--- config.mk ---
export PLATFORM = sky130hd
export DESIGN_NAME = pipe_stall_ctrl
export DESIGN_NICKNAME = d
export VERILOG_FILES = /design/src/rtl/pipe_stall_ctrl.sv
export SDC_FILE = /design/constraint.sdc
export NUM_CORES = 1
export LEC_CHECK = 0
export ABC_CLOCK_PERIOD_IN_PS = 2100
export BUFFER_PORTS_ARGS = -buffer_cell sky130_fd_sc_hd__buf_2
export CAP_MARGIN = 20
export CORE_MARGIN = 3
export CORE_UTILIZATION = 40
export DETAILED_ROUTE_END_ITERATION = 16
export PLACE_DENSITY = 0.66
export RECOVER_POWER = 25
export SKIP_LAST_GASP = 1
export SYNTH_ARGS = -nofsm -noshare
export SYNTH_HDL_FRONTEND = slang
export SYNTH_SLANG_ARGS = --single-unit
--- constraint.sdc ---
create_clock -name clk -period 2.1 [get_ports clk]
set_clock_uncertainty 0.2 [all_clocks]
set_input_delay 0.42 -clock clk [delete_from_list [all_inputs] [get_ports clk]]
set_output_delay 0.42 -clock clk [all_outputs]
set_load 0.02 [all_outputs]
--- src/rtl/pipe_stall_ctrl.sv ---
`default_nettype none
// +-----------------------------------------------------------------------+
// | pipe_stall_ctrl: pipeline stall vector and multi-cycle divide FSM     |
// | Revision: 1.0                                                         |
// +-----------------------------------------------------------------------+
module pipe_stall_ctrl #(
   parameter logic [7:0] DIV_OP      = 8'h16,
   parameter logic [7:0] DIVU_OP     = 8'h17,
   parameter int         DIV_TIMEOUT = 40
) (
   input  logic       clk,
   input  logic       rst_n,
   input  logic       stallreq_id,
   input  logic [7:0] exe_aluop,
   input  logic       div_ready,
   input  logic       flush,
   output logic [3:0] stall,
   output logic       div_start,
   output logic       div_signed,
   output logic       div_abort,
   output logic       div_timeout,
   output logic       div_busy
);

   localparam logic [1:0] c_st_idle  = 2'b00;
   localparam logic [1:0] c_st_busy  = 2'b01;
   localparam logic [1:0] c_st_done  = 2'b10;
   localparam logic [7:0] c_cnt_last = 8'(DIV_TIMEOUT - 1);

   logic [1:0] r_state;
   logic [1:0] w_state_nxt;
   logic [7:0] r_cnt;
   logic [7:0] w_cnt_nxt;
   logic       r_timeout;
   logic       w_timeout_nxt;
   logic       w_is_div;

   assign w_is_div = (exe_aluop == DIV_OP) || (exe_aluop == DIVU_OP);

   always_comb begin
      w_state_nxt   = r_state;
      w_cnt_nxt     = r_cnt;
      w_timeout_nxt = r_timeout;
      stall         = 4'b0000;
      div_start     = 1'b0;
      div_abort     = 1'b0;
      case (r_state)
         c_st_idle: begin
            if (flush) begin
               stall = 4'b0000;
            end else if (w_is_div) begin
               stall       = 4'b1111;
               div_start   = 1'b1;
               w_cnt_nxt   = 8'd0;
               w_state_nxt = c_st_busy;
            end else if (stallreq_id) begin
               stall = 4'b0111;
            end
         end
         c_st_busy: begin
            if (flush) begin
               div_abort   = 1'b1;
               w_state_nxt = c_st_idle;
            end else begin
               stall     = 4'b1111;
               w_cnt_nxt = r_cnt + 8'd1;
               if (div_ready) begin
                  w_state_nxt = c_st_done;
               end else if (r_cnt == c_cnt_last) begin
                  w_timeout_nxt = 1'b1;
                  w_state_nxt   = c_st_done;
               end
            end
         end
         // DONE releases the pipeline for one cycle and never restarts.
         c_st_done: w_state_nxt = c_st_idle;
         default:   w_state_nxt = c_st_idle;
      endcase
      // Outputs stay quiet while reset is held, regardless of inputs.
      if (!rst_n) begin
         stall     = 4'b0000;
         div_start = 1'b0;
         div_abort = 1'b0;
      end
   end

   always_ff @(posedge clk or negedge rst_n) begin
      if (!rst_n) begin
         r_state   <= c_st_idle;
         r_cnt     <= 8'd0;
         r_timeout <= 1'b0;
      end else begin
         r_state   <= w_state_nxt;
         r_cnt     <= w_cnt_nxt;
         r_timeout <= w_timeout_nxt;
      end
   end

   assign div_signed  = (exe_aluop == DIV_OP);
   assign div_busy    = (r_state == c_st_busy);
   assign div_timeout = r_timeout;

endmodule
`default_nettype wire

Yosys cells after proc, flatten, opt, wreduce, memory -nomap -nowiden
Cells that the tools add are included.
- register bits after elaboration: 11
- bits in latches: 0
- memory bits (writable): 0
- ROM bits: 0
- input bits: 13
- output and inout port bits: 9
- logic and storage cells: 43
- memories: 0
- $add $sub $neg: 1
- multipliers: 0
- divide/modulo/power cells: 0
- order comparisons: 0
- equality and inequality tests: 8
- shift operators: 0
- multiplexer cells: 23
- bitwise operators: 2
- reduce and logical (&&, ||, !) cells: 6
- operators by type and width (kind ; count):
    8-bit two-way mux ; 3
    8-bit by 5-bit equality test with 1-bit output, second input constant ; 2
    4-bit two-way mux ; 4
    8-bit one-hot mux with 2 select lines ; 1
    2-bit two-way mux ; 5
    8-bit by 1-bit adder with 8-bit output, second input constant ; 1
    8-bit by 6-bit equality test with 1-bit output, second input constant ; 1
    4-bit one-hot mux with 2 select lines ; 1
    4-bit AND reduction ; 2
    1-bit two-way mux ; 7
    2-bit != test, second input constant ; 3
    4-bit by 3-bit != test with 1-bit output, second input constant ; 1
    2-bit one-hot mux with 2 select lines ; 1
    3-bit two-way mux ; 1
    3-bit AND reduction ; 1
    2-bit by 1-bit equality test with 1-bit output, second input constant ; 1
    2-bit zero test ; 1
    1-bit inverter ; 2
    2-bit nonzero test ; 1
    1-bit logical OR ; 1

Depth between registers and ports, before layout
- depth after elaboration: 6
- mapped depth: 4
- gate-level depth less buffers: 4

Least setup slack after synthesis
No wires, ideal clock.
- kind: in2out
- start: in exe_aluop[5]
- end: out stall[1]
- arrival time: 1.902 ns
- data required time: 1.480 ns
- setup slack: -0.422 ns
- stages: 4
- path buffers: 1
- cells stage by stage: nor4b_1 nand3_1 a211oi_1 buf_4
- word-level cells in the longest chain between the ends: 6
- elaborated cells between the ends (all ways): 7
- those cells by class: eq/ne: 2; mux: 4; reduce/logical: 1
- RTL lines (what ; line ; RTL):
    start, declared ; 14 ; input logic [7:0] exe_aluop,
    8-bit by 5-bit equality test with 1-bit output ; 38 ; assign w_is_div = (exe_aluop == DIV_OP) || (exe_aluop == DIVU_OP);
    1-bit logical OR * ; 38 ;
    4-bit two-way mux * ; 51 ; end else if (w_is_div) begin
    4-bit two-way mux * ; 49 ; if (flush) begin
    4-bit one-hot mux with 2 select lines * ; 47 ; case (r_state)
    4-bit two-way mux * ; 80 ; if (!rst_n) begin
    end, declared ; 17 ; output logic [3:0] stall,
Every way passes the cells marked *; elsewhere a longest branch is shown, timed or not.

Worst setup path after layout
- start: reg r_state[1]
- end: out stall[3]
- word-level cells in the longest chain between the ends: 3
- elaborated cells between the ends (all ways): 4
- those cells by class: eq/ne: 1; mux: 2; reduce/logical: 1
- RTL lines (what ; line ; RTL):
    start, declared ; 30 ; logic [1:0] r_state;
    start signal, assigned ; 89 ; r_state <= c_st_idle;
    start signal, assigned ; 93 ; r_state <= w_state_nxt;
    2-bit by 1-bit equality test with 1-bit output or 2-bit zero test (tied branches) ; 47 ;
    4-bit one-hot mux with 2 select lines * ; 47 ;
    4-bit two-way mux * ; 80 ;
Marks and branches as above.

==> flow_metrics.tcl <==
set metrics [dict create \
    maxSlewViolCount 0 \
    switching_share_pct 24.66 \
    rsz0062_at_grt "yes" \
    yosys_warnings 0 \
    initial_core_util_pct 45.35 \
    crit_fanout 6 \
    yosys-top-cells-area "dfrtp_1, a21oi_1, or4_1, o21ai_0, o31ai_1" \
    avgViaCountPerCell 5.540 \
    root_buffer "clkbuf_4" \
    avgSynthCellArea_um2 9.062 \
    final_cell_mix "buf_2, dfrtp_1, buf_4" \
    path_clk_slew_ns 0.08 \
    area_growth_pct 41.81 \
    cp-start-kind "register" \
    ff2ff_setup_slack_ns 0.26 \
    p_int_mw 0.3114 \
    ctsHtreeMaxLevel 1 \
    path_buf_inv 1 \
    rr_startpoint "r_state[1]" \
    cp_top_family "simple AND/OR/NAND/NOR gates" \
    die_w_um 45.83 \
    wl_um 1617 \
    numPortBuffers 21 \
    reg2reg_depth 3 \
    diodes 0 \
    placementRows 13 \
    multi_input_area_um2 382.9 \
    hp-class "in -> reg" \
    syn_area_um2 634.4 \
    hold_violations 0 \
    first_iter_violations 5 \
    yosysUniqueCellTypes 30 \
    grt_usage_pct 16.96 \
    cp.required_ns 1.48 \
    synth_top_area_share_pct 43.39 \
    core_um2 1399 \
    slowest_stage "or3b_4" \
    fin_util_pct 64.31 \
    crit_type "reg -> out" \
    finalHoldWorstSlack_ns 0.1558 \
    peakVddDrop_v 0.0003119 \
    drc_errors 0 \
    setup_viol_count_final 0 \
    fmax_ghz 0.4787 \
    seqPwrFrac_pct 52.5 \
    grt_max_degree 12 \
    clk_path_buf_depth 2 \
    cp.arrival_ns 1.47 \
    reg2reg_to "r_cnt[6]" \
    cts.sinks 11 \
    clkLatencyLatePin_ns 0.27 \
    fillers 119 \
    synthesis.instances 70 \
    outcome "complete, no violations" \
    worstSetupEndpointType "output port" \
    cts_made_buffers 3 \
    power_leakage_nw 0.4159 \
    die_h_um 45.83 \
    min_from "div_ready" \
    yosysSeqAreaShare_pct 43.39 \
    p_switching_mw 0.1019 \
    dp_hpwl_um 1116 \
    antenna_left 0 \
    grt_pass1_wl_um 2580 \
    min_period_ns 2.089 \
    powerDensity_nw_per_um2 459.4 \
    clkPwrFrac_pct 35.3 \
    final_common_cell "buf_2" \
    min_path_cells 2 \
    grt_pass1_vias 591 \
    drive_above_1_share_pct 39.80 \
    ys_seq_elements 11 \
    fin_crit_sh_pct 99.47 \
    cts_tree "built" \
    maxCapViolCount 0 \
    wl_per_cell_um 14.31 \
    gp_congestion 0.8087 \
    max_stage_delay_ns 0.46 \
    nets 113 \
    dr.pass1.iters 4 \
    io-pin-count 22 \
    syn_nets 84 \
    die_area_um2 2100 \
    power_frac_comb_pct 12.1 \
    grt_overflow 0 \
    vias 626 \
    min_to "r_state[0]" \
    slew_headroom_pct 65.80 \
    tightest_slew_ns 0.5114 \
    antenna_found_initial 0 \
    area.sequential_um2 276.5 \
    path_cells "or3b_4 -> a21oi_2 -> buf_6" \
    yosys.area.top_type "dfrtp_1" \
]
stage by stage:
step / setup TNS (ns) / instances / instance area, um2 / worst slack [ns] / power, mW
global route: -0.09558 / 113 / 899.6 / -0.03607 / 0.4320
floorplan: 0 / 70 / 669.4 / 0.003145 / 0.2396
finish: 0 / 113 / 899.6 / 0.01113 / 0.4133
detailed placement: -0.09926 / 105 / 784.5 / -0.03348 / 0.2624
global placement: -0.007809 / 105 / 784.5 / -0.002797 / 0.2608
CTS: -0.1085 / 111 / 838.3 / -0.03678 / 0.4105
flip-flops by register name, summed over array words and instances (netlist names):
name         count
div_timeout      1
r_state          2
r_cnt            8
repair_timing:
item                       in CTS  in global routing
setup buffers                   1                  2
cloned                          0                  0
hold endpoints to repair       11                  0
pin swaps                       0                  7
setup endpoints to repair       5                  5
hold buffers                    1                  0
resized for setup               3                 14
final cells by class:
type,instances,area share (%)
sequential,11,30.74
tap,15,2.086
timing repair buffer,28,20.86
clock buffer,4,2.921
inverter,2,0.8345
multi-input combinational,53,42.56
per-layer routing:
metal,vias to the layer above,part of all wire [%],GRT usage [%]
met5,-,0,0
met4,0,0.74,5.114
met3,2,4.0,5.929
met2,8,53,28.13
met1,301,42,20.48
li1,315,-,-
logic make-up (layout without fill, tap and decap cells):
group	count (synthesis)	in the layout	share of synthesized area, %
simple gates	33	33	31.76
fa+ha+maj	1	1	1.972
buf+inv	6	34	4.929
compound gates	19	19	17.95
flops	11	11	43.39
power by group through the flow:
stage               Combinational [mW]  Clock [mW]  Sequential, mW
finish                          0.0501       0.146           0.217
CTS                             0.0437       0.150           0.217
global route                    0.0551       0.159           0.218
floorplan                       0.0190           0           0.221
global placement                0.0397           0           0.221
detailed placement              0.0410           0           0.221
worst max-delay path by stage:
stage	start	slack (ns)	end	cells after the start
floorplan	exe_aluop[5]	0.003	stall[1]	4
global placement	exe_aluop[5]	-0.003	stall[0]	5
detailed placement	exe_aluop[5]	-0.03	stall[1]	5
CTS	exe_aluop[5]	-0.04	stall[0]	5
global route	exe_aluop[6]	-0.04	stall[3]	6
finish	r_state[1]	0.01	stall[3]	3
synthesized netlist by cell type:
master and instances:
dfrtp_1 11, a21oi_1 7, nand2_1 5, o21ai_0 5
nor2_1 4, or4_1 4, nand3_1 3, o31ai_1 3
or3_1 3, buf_4 2, inv_1 2, nand4b_1 2
nor2b_1 2, a211oi_1 1, a21o_1 1, and2_1 1
and3_1 1, and4_1 1, buf_2 1, clkbuf_1 1
ha_1 1, nand2b_1 1, nand4_1 1, nand4bb_1 1
nor3_1 1, nor4b_1 1, o21ba_2 1, o22ai_1 1
or2_2 1, or3b_1 1
worst reg2reg max path, cell delays in order, from the launching register on:
cell	delay, ns
dfrtp_1	0.45
or3b_4	0.46
or4_1	0.51
a21oi_1	0.15
(Power assumes the default switching activity.)
